## src/rtl/bus_b2a_receiver_pkg.sv

```systemverilog
// Shared types and constants for the B-to-A receive path of the bus transceiver.
package bus_b2a_receiver_pkg;

  typedef enum logic [1:0] {
    ST_OFF  = 2'd0,
    ST_TURN = 2'd1,
    ST_RX   = 2'd2,
    ST_TX   = 2'd3
  } mode_state_e;

  localparam logic DIR_B2A = 1'b0;

endpackage

```

## src/rtl/bus_b2a_receiver_sync_fifo_ctl.sv

```systemverilog
// Small synchronous FIFO with occupancy counter and a registered head-of-queue output.
module sync_fifo_ctl #(
  parameter int WIDTH = 8,
  parameter int DEPTH = 4
) (
  input  logic                     clk,
  input  logic                     rst_n,
  input  logic                     push,
  input  logic                     pop,
  input  logic                     flush,
  input  logic [WIDTH-1:0]         wdata,
  output logic [WIDTH-1:0]         rdata,
  output logic                     valid,
  output logic                     full,
  output logic [$clog2(DEPTH):0]   level
);

  localparam int AW = $clog2(DEPTH);
  localparam logic [AW:0] FULL_LVL = (AW+1)'(DEPTH);

  logic [WIDTH-1:0] r_mem [DEPTH];
  logic [AW-1:0]    r_wr_ptr;
  logic [AW-1:0]    r_rd_ptr;
  logic [AW:0]      r_level;
  logic [WIDTH-1:0] r_rdata;
  logic             r_valid;

  logic             w_empty;
  logic             w_full;
  logic             w_pop;
  logic             w_push;
  logic [AW-1:0]    w_wr_next;
  logic [AW-1:0]    w_rd_next;
  logic [AW:0]      w_level_next;
  logic [WIDTH-1:0] w_head_next;

  // Handshake qualification, next pointers/level and next head value.
  always_comb begin
    w_empty      = (r_level == '0);
    w_full       = (r_level == FULL_LVL);
    w_pop        = pop & ~w_empty & ~flush;
    w_push       = push & (~w_full | w_pop) & ~flush;
    w_wr_next    = r_wr_ptr;
    w_rd_next    = r_rd_ptr;
    w_level_next = r_level;
    w_head_next  = r_rdata;
    if (flush) begin
      w_wr_next    = '0;
      w_rd_next    = '0;
      w_level_next = '0;
    end else begin
      if (w_push) begin
        w_wr_next = r_wr_ptr + AW'(1);
      end else begin
        w_wr_next = r_wr_ptr;
      end
      if (w_pop) begin
        w_rd_next = r_rd_ptr + AW'(1);
      end else begin
        w_rd_next = r_rd_ptr;
      end
      case ({w_push, w_pop})
        2'b10:   w_level_next = r_level + (AW+1)'(1);
        2'b01:   w_level_next = r_level - (AW+1)'(1);
        default: w_level_next = r_level;
      endcase
      // The written slot becomes the head only when the queue would otherwise be empty.
      if (w_level_next == '0) begin
        w_head_next = r_rdata;
      end else if (w_push && (r_wr_ptr == w_rd_next)) begin
        w_head_next = wdata;
      end else begin
        w_head_next = r_mem[w_rd_next];
      end
    end
  end

  // Storage array write port.
  always_ff @(posedge clk or negedge rst_n) begin
    if (!rst_n) begin
      for (int i = 0; i < DEPTH; i++) begin
        r_mem[i] <= '0;
      end
    end else if (w_push) begin
      r_mem[r_wr_ptr] <= wdata;
    end
  end

  // Pointers, occupancy and registered head output.
  always_ff @(posedge clk or negedge rst_n) begin
    if (!rst_n) begin
      r_wr_ptr <= '0;
      r_rd_ptr <= '0;
      r_level  <= '0;
      r_rdata  <= '0;
      r_valid  <= 1'b0;
    end else begin
      r_wr_ptr <= w_wr_next;
      r_rd_ptr <= w_rd_next;
      r_level  <= w_level_next;
      r_rdata  <= w_head_next;
      r_valid  <= (w_level_next != '0);
    end
  end

  assign rdata = r_rdata;
  assign valid = r_valid;
  assign full  = w_full;
  assign level = r_level;

endmodule

```

## src/rtl/bus_b2a_receiver.sv

```systemverilog
// B-to-A receive path: mode FSM gates bus capture into a FIFO drained by a valid/ready consumer.
module bus_b2a_receiver
  import bus_b2a_receiver_pkg::*;
#(
  parameter int WIDTH = 8,
  parameter int DEPTH = 4
) (
  input  logic                    sysclk,
  input  logic                    sys_rst_n,
  input  logic                    G_n,
  input  logic                    DIR,
  input  logic [WIDTH-1:0]        B_in,
  input  logic                    B_strobe,
  output logic [WIDTH-1:0]        A_out,
  output logic                    A_valid,
  input  logic                    A_ready,
  output logic                    A_oe,
  input  logic                    flush,
  output logic                    ovf,
  input  logic                    ovf_clr,
  output logic [$clog2(DEPTH):0]  level
);

  mode_state_e r_state;
  mode_state_e w_state_next;
  logic        r_a_oe;
  logic        r_ovf;
  logic        w_push;
  logic        w_pop;
  logic        w_full;
  logic        w_ovf_set;

  // Mode state register.
  always_ff @(posedge sysclk or negedge sys_rst_n) begin
    if (!sys_rst_n) begin
      r_state <= ST_OFF;
    end else begin
      r_state <= w_state_next;
    end
  end

  // Mode next-state; every entry into RX passes through the TURN settle cycle.
  always_comb begin
    w_state_next = r_state;
    case (r_state)
      ST_OFF: begin
        if (G_n) begin
          w_state_next = ST_OFF;
        end else if (DIR != DIR_B2A) begin
          w_state_next = ST_TX;
        end else begin
          w_state_next = ST_TURN;
        end
      end
      ST_TURN: begin
        if (G_n) begin
          w_state_next = ST_OFF;
        end else if (DIR != DIR_B2A) begin
          w_state_next = ST_TX;
        end else begin
          w_state_next = ST_RX;
        end
      end
      ST_RX: begin
        if (G_n) begin
          w_state_next = ST_OFF;
        end else if (DIR != DIR_B2A) begin
          w_state_next = ST_TURN;
        end else begin
          w_state_next = ST_RX;
        end
      end
      ST_TX: begin
        if (G_n) begin
          w_state_next = ST_OFF;
        end else if (DIR == DIR_B2A) begin
          w_state_next = ST_TURN;
        end else begin
          w_state_next = ST_TX;
        end
      end
      default: w_state_next = ST_OFF;
    endcase
  end

  // Live pin gating keeps a strobe in the cycle G_n/DIR change out of the FIFO.
  always_comb begin
    w_push    = (r_state == ST_RX) & B_strobe & ~G_n & (DIR == DIR_B2A);
    w_pop     = A_valid & A_ready;
    w_ovf_set = w_push & w_full & ~w_pop & ~flush;
  end

  // Pad enable and sticky overflow flag.
  always_ff @(posedge sysclk or negedge sys_rst_n) begin
    if (!sys_rst_n) begin
      r_a_oe <= 1'b0;
      r_ovf  <= 1'b0;
    end else begin
      r_a_oe <= (w_state_next == ST_RX);
      if (w_ovf_set) begin
        r_ovf <= 1'b1;
      end else if (ovf_clr) begin
        r_ovf <= 1'b0;
      end
    end
  end

  sync_fifo_ctl #(
    .WIDTH (WIDTH),
    .DEPTH (DEPTH)
  ) u_fifo (
    .clk   (sysclk),
    .rst_n (sys_rst_n),
    .push  (w_push),
    .pop   (w_pop),
    .flush (flush),
    .wdata (B_in),
    .rdata (A_out),
    .valid (A_valid),
    .full  (w_full),
    .level (level)
  );

  assign A_oe = r_a_oe;
  assign ovf  = r_ovf;

endmodule

```

## config.mk

```make
export PLATFORM = sky130hd
export DESIGN_NAME = bus_b2a_receiver
export DESIGN_NICKNAME = d
export VERILOG_FILES = /design/src/rtl/bus_b2a_receiver_pkg.sv /design/src/rtl/bus_b2a_receiver_sync_fifo_ctl.sv /design/src/rtl/bus_b2a_receiver.sv
export SDC_FILE = /design/constraint.sdc
export NUM_CORES = 1
export LEC_CHECK = 0
export ABC_AREA = 1
export CORE_MARGIN = 5
export CORE_UTILIZATION = 25
export CTS_BUF_LIST = sky130_fd_sc_hd__clkbuf_8
export DETAILED_ROUTE_END_ITERATION = 16
export PLACE_DENSITY = 0.48
export SLEW_MARGIN = 20
export SYNTH_ARGS = -nofsm -noshare
export SYNTH_HDL_FRONTEND = slang
export SYNTH_SLANG_ARGS = --single-unit
```

## constraint.sdc

```tcl
create_clock -name sysclk -period 6.8 [get_ports sysclk]
set_input_delay 1.7 -clock sysclk [delete_from_list [all_inputs] [get_ports sysclk]]
set_output_delay 1.7 -clock sysclk [all_outputs]
set_load 0.005 [all_outputs]
```

After elaboration in Yosys (flattened, before gate mapping) --
Cells that the tools add are included.
Cells by class: equality and inequality tests 8, bitwise gates (word level) 21, add/sub/neg operators 4, magnitude comparators 3, multiplexer cells 24, reductions and logical operators 10
Operators with widths (count):
- 32-bit bitwise mux | 1
- 8-bit two-way mux | 4
- 2-bit two-way mux | 10
- 8-bit binary-select mux with 2-bit select | 1
- 8-bit demux with 2-bit select | 1
- 1-bit AND | 11
- 2-bit == test, second input constant | 4
- 1-bit NOT | 7
- 3-bit greater-or-equal comparator, second input constant | 2
- 3-bit logical NOT | 2
- 3-bit two-way mux | 2
- 2-bit NOT with 3-bit output | 2
- 2-bit one-hot mux with 3 select lines | 1
- 3-bit one-hot mux with 2 select lines | 1
- 2-bit by 1-bit adder with 2-bit output, second input constant | 2
- 2-bit by 1-bit == test with 1-bit output, second input constant | 2
- 2-bit nonzero test | 2
- 3-bit by 1-bit adder with 3-bit output, second input constant | 1
- 3-bit == test, second input constant | 1
- 3-bit by 1-bit less-than comparator with 1-bit output, second input constant | 1
- 1-bit two-way mux | 3
- 3-bit nonzero test | 1
- 3-bit by 1-bit subtractor with 3-bit output, second input constant | 1
- 2-bit == test | 1
- other kinds (5) | 6
Storage, ports and cells: logic and storage cells 82, register bits after elaboration 52

Logic depth before layout (Yosys ltp) --
depth in word-level cells 13, mapped depth 15

Modules after synthesis --
Synthesis repeated with hierarchy kept, for this count alone.
Unflattened totals: cell total of the unflattened synthesis 328, area total of the unflattened synthesis 2916.5 um^2
By module, submodules not included:
- sync_fifo_ctl | cells an instance 299, area an instance 2676.3 um^2, instances 1
- bus_b2a_receiver | cells an instance 29, area an instance 240.2 um^2, instances 1

Worst setup path before layout --
No wires, ideal clock.
path kind input -> register, start in flush, end reg u_fifo.r_rdata[0] (netlist: u_fifo.rdata[0]), arrival 3.648 ns, path slack 3.034 ns, stages on the path 14, required time 6.682 ns, buffers on the path 1, setup time 0.118 ns, cell sequence buf_6 > inv_2 > nand3_1 > nand3_2 > nand3_4 > ha_1 > fa_1 > o21ai_0 > xor2_1 > nand2_1 > nand2_1 > inv_1 > nand2_1 > nand2_1
Between the ends: word-level cells in the longest chain between the ends 11, elaborated cells on any way between the ends 21, classes of those cells eq/ne (3); mux (8); bitwise (7); reduce/logical (3)
RTL lines:
- start: declaration | line bus_b2a_receiver.sv:18 | input logic flush,
- 1-bit NOT (no source line) *
- 1-bit AND | line bus_b2a_receiver_sync_fifo_ctl.sv:41 | w_pop = pop & ~w_empty & ~flush;
- 1-bit OR | line bus_b2a_receiver_sync_fifo_ctl.sv:42 | w_push = push & (~w_full | w_pop) & ~flush;
- 1-bit AND (2 in a row) | line bus_b2a_receiver_sync_fifo_ctl.sv:42
- 2-bit by 1-bit == test with 1-bit output or 2-bit == test (tied branches) | line bus_b2a_receiver_sync_fifo_ctl.sv:62 | case ({w_push, w_pop})
- 3-bit one-hot mux with 2 select lines | line bus_b2a_receiver_sync_fifo_ctl.sv:62
- 3-bit two-way mux | line bus_b2a_receiver_sync_fifo_ctl.sv:47 | if (flush) begin
- 3-bit logical NOT | line bus_b2a_receiver_sync_fifo_ctl.sv:68 | if (w_level_next == '0) begin
- 1-bit NOT (no source line)
- 2-bit AND reduction (no source line)
- end signal: assignment | line bus_b2a_receiver_sync_fifo_ctl.sv:101 | r_rdata <= w_head_next;
- end: declaration | line bus_b2a_receiver_sync_fifo_ctl.sv:25 | logic [WIDTH-1:0] r_rdata;
Every way passes the cells marked *; elsewhere a longest branch is shown, timed or not. The select of a mux whose other input is x is not followed. A chain may end at the register's enable or synchronous reset.

Worst setup path in the final report --
start in flush, end reg u_fifo.r_rdata[2] (netlist: u_fifo.rdata[2])
The elaborated chain is that of the path after synthesis.

==> run_results.csv <==
group,metric,value,unit
floorplanning,initial_core_util,25.4,%
layout,stdcell_count,491,
clock_network,cts_tree,"built",
clock_network,cts_hold_buf,0,
detailed_routing,drtIter0Drc,152,
floorplanning,pin_count,30,
layout,design_area,3270,sq um
detailed_routing,drt_pass1_iterations,4,
global_routing,grt_pass1_wl,11700,um
clock_network,numCtsBuffers,5,
floorplanning,die_x,115,um
layout,area_growth,18.7,%
layout,final_nets,374,
flow_run,maxCapViolations,0,
critical_path,crit_required,7.00,ns
logic_synthesis,syn_nets,343,
placed_design,dpl.hpwl,4770,um
logic_synthesis,yosysWarnings,0,
logic_synthesis,synth-adder-area-share,3.90,%
placed_design,gp_congestion,0.772,
placed_design,dpl_worst_slack,2.03,ns
logic_synthesis,yosysSeqAreaShare,47.2,%
critical_path,worstPathArrival,4.61,ns
logic_synthesis,synth_top_family_by_area,"simple AND/OR/NAND/NOR gates",
logic_synthesis,muxShareOfSynthArea,0.363,%
detailed_routing,drc,0,
critical_path,worstSetupPathType,"primary input to flip-flop",
global_routing,grt_pass1_vias,2227,
logic_synthesis,synthesis.area,2760,sq um
critical_path,crit_top_cell,"nand2_1",
outcome,status,"finished, final reports clean",
power_and_ir_drop,peakVddDrop,83.8,uV
critical_path,cpPeakStageDelay,0.66,ns
logic_synthesis,ys_ff_latch,52,
layout,antenna_cells,0,
timing,setup_slack,2.39,ns
detailed_routing,drt-vias-per-instance,4.46,
clock_network,cts_max_level,2,
clock_network,cts_setup_buffers,0,
detailed_routing,drt-wirelength-per-cell,14.1,um
critical_path,cp_num_buf_inv,3,
global_routing,grt_max_degree,53,
critical_path,slowest_stage,"clkdlybuf4s50_1",
clock_network,clk_pin_slew_worst_paths,0.10,ns
timing,drv_slew,0,
timing,fmax,227,MHz
placed_design,placed_area,3180,sq um
floorplanning,coreArea,10800,sq um
logic_synthesis,synth_area_leaders,"dfrtp_1, nand2_1, nand3_1, o21ai_0, nand2_4",
layout,utilization,30.2,%
clock_network,cts.path.max_buffers,2,
detailed_routing,wl,6910,um
power_and_ir_drop,leakagePower,1.54,nW
logic_synthesis,synth_cell_types,29,
logic_synthesis,yosysTopAreaCell,"dfrtp_1",
timing,setup_tns,0,ns
floorplanning,die-area,13200,sq um
clock_network,cts.repair.resized,0,
logic_synthesis,synth-simple-area-share,35.0,%
placed_design,place_inst,483,
timing,skew,0.00893,ns
global_routing,antenna_found_initial,0,
floorplanning,fp.dieH,115,um
clock_network,clock_sinks,52,
logic_synthesis,synth_top_area_share,47.2,%
timing,finalCriticalPeriod,4.41,ns
placed_design,numPortBuffers,29,
logic_synthesis,synth_xor_area_share,0.635,%
critical_path,worstPathCellList,"clkdlybuf4s50_1 -> inv_2 -> nand3_1 -> nand3_2 -> nand3_4 -> ha_1 -> fa_1 -> o21ai_0 -> xor2_1 -> nand2_1 -> nand2_1 -> inv_1 -> nand2_1 -> nand2_1",
logic_synthesis,synth_area_per_cell,8.64,sq um
power_and_ir_drop,report.power.total,0.743,mW
logic_synthesis,synth-compound-area-share,7.90,%
clock_network,clk_latency,0.31,ns
timing,fin_hold_ws,0.493,ns
critical_path,path_max_fanout,10,
worst_hold_path,hold_path.class,"flip-flop to flip-flop",
timing,setup_viol,0,
timing,grt_setup_unrepaired,"false",
timing,worstMarginPinSlew,0.707,ns
timing,period_share,64.8,%
layout,drive_gt1_share,11.7,%
detailed_routing,final_antenna_net_count,0,
timing,hold_viol,0,
power_and_ir_drop,p_per_area,227,nW/um^2
detailed_routing,vias,2192,
critical_path,cp_top_family,"buffers and inverters",
critical_path,cp-end-kind,"flip-flop",
timing,max-slew-margin-rel,52.9,%
critical_path,cp-start-kind,"primary input",
clock_network,cts_root_buf,"clkbuf_8",
global_routing,track_usage,11.1,%
floorplanning,fp-row-count,38,
global_routing,grt_overflow,0,
layout,fillers,1195,
logic_synthesis,synth_cells,319,
-- worst paths after layout --
kind / start / endpoint / slack (ns) / cells past startpoint
min in group asynchronous: sys_rst_n / u_fifo.level[0]$_DFF_PN0_ / 1.51 / 2
worst max-delay path: flush / u_fifo.rdata[2]$_DFFE_PN0P_ / 2.39 / 14
worst max register to register: r_state[0]$_DFF_PN0_ / u_fifo.rdata[2]$_DFFE_PN0P_ / 3.85 / 14
max in group asynchronous: sys_rst_n / u_fifo.r_mem[8]$_DFFE_PN0P_ / 4.82 / 2
worst min-delay path: u_fifo.rdata[4]$_DFFE_PN0P_ / u_fifo.rdata[4]$_DFFE_PN0P_ / 0.49 / 2
worst min register to register: u_fifo.rdata[4]$_DFFE_PN0P_ / u_fifo.rdata[4]$_DFFE_PN0P_ / 0.49 / 2
-- flip-flops by register name (all words and copies together), names as in the netlist --
name,cells
u_fifo.r_mem,32
u_fifo.rdata,8
u_fifo.level,3
r_state,2
u_fifo.r_rd_ptr,2
u_fifo.r_wr_ptr,2
A_oe,1
ovf,1
u_fifo.valid,1
-- tightest hold or removal path, delay by kind of cell (launching register included) --
family           cells  cell delay (ns)
and+or+nand+nor      2             0.10
DFF                  1             0.36
-- cell families (layout without fill, tap and decap cells) --
family                     after synthesis  in the layout
adders and majority gates                8              8
DFF                                     52             52
AOI/OAI and AO/OA                       42             42
buffers and inverters                   30             62
xor gates and xnor gates                 2              2
muxes                                    1              1
and+or+nand+nor                        184            184
-- synth_stat cells --
cell      instances
buf_2             4
nor3_2            1
nand2_8           2
clkinv_4          1
nand3_1          45
mux2i_1           1
nor2_4            3
nand4_1           1
ha_1              7
buf_6             2
fa_1              1
o21ai_1           7
nand2_1         104
o31ai_1           1
or2_2             1
nand2_2           5
a21oi_2           1
nor2_1            7
inv_2             3
nor2_8            1
o21ai_0          29
o22ai_1           1
nand3_2           1
a21oi_1           3
xor2_1            2
nand2_4          10
dfrtp_1          52
inv_1            20
nand3_4           3
-- area by class of cell --
type	count	area, sq um	share of cell area (%)
multi-input cells	237	1320	40.3
flip-flops and latches	52	1300	39.8
repair buffers	30	293	8.95
well taps	140	175	5.36
inverters	24	95.1	2.91
clock buffers	5	68.8	2.10
clock inverters	3	20.0	0.612
-- metal layers --
| metal | wire length [um] | GRT usage (%) |
|---|---|---|
| met4 | 64 | 2.58 |
| met5 | 0 | 0 |
| met1 | 3120 | 14.7 |
| met2 | 3430 | 18.9 |
| met3 | 298 | 2.11 |
-- placed cells by master (no fill, tap or decap), types with 2 or more instances in the layout --
master           instances
clkbuf_8                 5
o21ai_1                  7
nand2_2                  5
xor2_1                   2
nand2_1                104
inv_2                    3
nand2_4                 10
clkdlybuf4s50_1         28
clkinv_4                 2
nor2_1                   7
ha_1                     7
o21ai_0                 29
nor2_4                   3
nand3_1                 45
nand2_8                  2
nand3_4                  3
a21oi_1                  3
inv_1                   21
dfrtp_1                 52
-- power by group --
| part | total [mW] | internal [mW] | switching (mW) |
|---|---|---|---|
| Clock | 0.185 | 0.0722 | 0.113 |
| Sequential | 0.383 | 0.356 | 0.0270 |
| Combinational | 0.176 | 0.0918 | 0.0837 |
Power figures use the tool's default switching activity.
==> edit 1 (config.mk and constraints unchanged) <==
Re-encode `mode_state_e` (4 states) as one-hot, 4 bits wide.
--- a/src/rtl/bus_b2a_receiver_pkg.sv
+++ b/src/rtl/bus_b2a_receiver_pkg.sv
@@ -2,9 +2,9 @@
 package bus_b2a_receiver_pkg;
 
-  typedef enum logic [1:0] {
-    ST_OFF  = 2'd0,
-    ST_TURN = 2'd1,
-    ST_RX   = 2'd2,
-    ST_TX   = 2'd3
+  typedef enum logic [3:0] {
+    ST_OFF  = 4'b0001,
+    ST_TURN = 4'b0010,
+    ST_RX   = 4'b0100,
+    ST_TX   = 4'b1000
   } mode_state_e;
 
Formal check against the unedited RTL: no difference found for any inputs over 10 cycles, from zero or initial values and one cycle with sys_rst_n low; not proved beyond that.
==> edit 1 against the unedited design <==
- die area shrank 2.0%
- sequential cell count grew 2
- fmax grew 3.4%
- worst setup slack gained 0.15 ns
- design area shrank 1.3%
- worst hold slack lost 0.0027 ns
- area after synthesis shrank 2.2%
- first-iteration DRC count shrank 2.6%
- routed wire length shrank 5.3%
Power is not compared: it rests on default switching activity, and its combinational part moved more than twofold at a synthesized area within 25%.
==> edit 1: results <==
export IMPL_synth_cell_type_count=31
export IMPL_pre_cts_ws_ns=2.17
export IMPL_hold_start="u_fifo.rdata[1]$_DFFE_PN0P_"
export IMPL_cp_arrival_ns=4.47
export IMPL_grt_pass1_vias=2165
export IMPL_inv_count=26
export IMPL_grt_pass1_wl_um=11100
export IMPL_seq_share_pct=41.9
export IMPL_clock_sinks=54
export IMPL_hold_end="u_fifo.rdata[1]$_DFFE_PN0P_"
export IMPL_wirelength_um=6540
export IMPL_synth_compound_area_share_pct=8.77
export IMPL_place_congestion=0.747
export IMPL_ys_seq_area_share_pct=50.2
export IMPL_met2_length_um=3060
export IMPL_ff2ff_setup_slack_ns=4.11
export IMPL_multi_input_area_share_pct=37.2
export IMPL_max_slew_margin_pct=53.1
export IMPL_synthTopCellsByCount="102 x nand2_1, 53 x dfrtp_1, 43 x nand3_1"
export IMPL_drt_first_pass_iters=5
export IMPL_syn_nets=339
export IMPL_wl_met3_um=350
export IMPL_status="finished clean"
export IMPL_m1WireLength_um=3060
export IMPL_gr_usage_met2_pct=18.0
export IMPL_skew_ns=0.0150
export IMPL_max_freq_ghz=0.235
export IMPL_synth_fa_ha_area_share_pct=3.06
export IMPL_synthXorXnorAreaFrac_pct=0.974
export IMPL_clkbuf_count=7
export IMPL_drive_gt1_share_pct=10.6
export IMPL_track_usage_pct=10.8
edit 1: changes by cell type in the layout (fill, tap and decap cells not counted), moves of 3 or more:
cell | unedited run | this run
nand2_4 | 10 | 4
nand2_2 | 5 | 11
a21oi_1 | 3 | 6
o21ai_0 | 29 | 3
o21ai_1 | 7 | 32
edit 1: stage by stage:
stage | hold slack, ns | instances | area, um^2
after global routing | 0.527 | 489 | 3230
after CTS | 0.502 | 489 | 3230
after detailed placement | 0.479 | 481 | 3120
final | 0.490 | 489 | 3230
after global placement | 0.471 | 481 | 3120
after floorplan | 0.459 | 317 | 2700
edit 1: critical path, stage by stage:
cell	delay, ns
clkdlybuf4s50_1	0.63
nor2_8	0.23
nand2_4	0.11
nand2_2	0.10
nand3_4	0.11
ha_1	0.25
fa_1	0.38
o21ai_0	0.21
xor2_1	0.16
nand2_1	0.09
nand2_2	0.18
inv_1	0.17
nand2_1	0.09
nand2_1	0.05
==> edit 2 (same flow settings) <==
Without the edit above. `WIDTH` is set to 8 in 2 places; all go to 6.
--- a/src/rtl/bus_b2a_receiver_sync_fifo_ctl.sv
+++ b/src/rtl/bus_b2a_receiver_sync_fifo_ctl.sv
@@ -1,5 +1,5 @@
 // Small synchronous FIFO with occupancy counter and a registered head-of-queue output.
 module sync_fifo_ctl #(
-  parameter int WIDTH = 8,
+  parameter int WIDTH = 6,
   parameter int DEPTH = 4
 ) (
--- a/src/rtl/bus_b2a_receiver.sv
+++ b/src/rtl/bus_b2a_receiver.sv
@@ -3,5 +3,5 @@
   import bus_b2a_receiver_pkg::*;
 #(
-  parameter int WIDTH = 8,
+  parameter int WIDTH = 6,
   parameter int DEPTH = 4
 ) (
Ports: changed (resized A_out and B_in); port bits go from 30 to 26. No check against the original RTL was run, so the function may have changed too.
==> edit 2 against the unedited design <==
- design area down 17%
- sequential cell count down 10
- clock skew up 0.0074 ns
- first-iteration DRC count down 57%
- total power down 7.3%
- sequential share of layout area down 1.1 points
- synthesized cell count down 16%
- cell count down 18%
- routed wire length down 24%
- sequential power down 20%
- worst setup slack better by 0.14 ns
- area after synthesis down 19%
- critical path depth up 1
- largest cell class unchanged
==> edit 2: results <==
export IMPL_status="finished clean"
export IMPL_clkCellAreaFrac_pct=5.06
export IMPL_synthXorXnorAreaFrac_pct=0.782
export IMPL_wirelength_um=5220
export IMPL_dpl_cell_count=394
export IMPL_synth_cell_type_count=27
export IMPL_fillCellCount=921
export IMPL_seq_share_pct=38.7
export IMPL_cp_max_fo=8
export IMPL_pre_cts_ws_ns=2.21
export IMPL_post_route_util_pct=31.2
export IMPL_grt_max_degree=43
export IMPL_netlist_area_mm2=0.00224
export IMPL_drtIter0Drc=65
export IMPL_total_power_uw=689
export IMPL_cp_arrival_ns=4.44
export IMPL_multi_input_area_share_pct=39.2
export IMPL_portBuffers=25
export IMPL_drive_gt1_share_pct=12.2
export IMPL_grt_pass1_wl_um=9070
export IMPL_synth_fa_ha_area_share_pct=4.80
export IMPL_dp_final_hpwl_um=3720
export IMPL_synthTopCellsByCount="86 x nand2_1, 42 x dfrtp_1, 36 x nand3_1"
export IMPL_seq_power_share_pct=44.7
export IMPL_finalNetCount=315
export IMPL_min_path_type="reg -> reg"
export IMPL_skew_ns=0.0164
export IMPL_leakage_nw=1.27
export IMPL_p_comb_uw=143
export IMPL_ys_seq_area_share_pct=46.9
export IMPL_dpl_cell_area_mm2=0.00258
export IMPL_nNonClkBuffers=25
export IMPL_syn_nets=289
export IMPL_max_slew_margin_pct=62.5
export IMPL_vias=1807
export IMPL_ys_seq_elements=42
export IMPL_inv_count=22
export IMPL_wire_per_inst_um=13.0
export IMPL_place_congestion=0.770
export IMPL_synth_compound_area_share_pct=7.93
export IMPL_cpPeakStageDelay_ns=0.63
export IMPL_track_usage_pct=9.96
export IMPL_cts_root_buf="clkbuf_8"
export IMPL_post_cts_buffers=0
-- edit 2: path summary, 6_finish.rpt --
path / startpoint / depth (start not counted) / to / slack, ns
max reg2reg: r_state[0]$_DFF_PN0_ / 15 / u_fifo.rdata[1]$_DFFE_PN0P_ / 3.96
min reg2reg: u_fifo.r_mem[10]$_DFFE_PN0P_ / 2 / u_fifo.r_mem[10]$_DFFE_PN0P_ / 0.50
min in group asynchronous: sys_rst_n / 1 / u_fifo.level[0]$_DFF_PN0_ / 1.39
min: u_fifo.r_mem[10]$_DFFE_PN0P_ / 2 / u_fifo.r_mem[10]$_DFFE_PN0P_ / 0.50
max in group asynchronous: sys_rst_n / 1 / u_fifo.level[2]$_DFF_PN0_ / 5.01
max: flush / 15 / u_fifo.rdata[1]$_DFFE_PN0P_ / 2.53
-- edit 2: routing by layer --
layer  share of wire (%)  track usage, %  vias to the layer above
li1                    -               -                      921
met1                  47            13.2                      849
met2                  47            16.5                       33
met3                 4.8            2.65                        4
met4                0.44            1.92                        0
met5                   0               0                        -
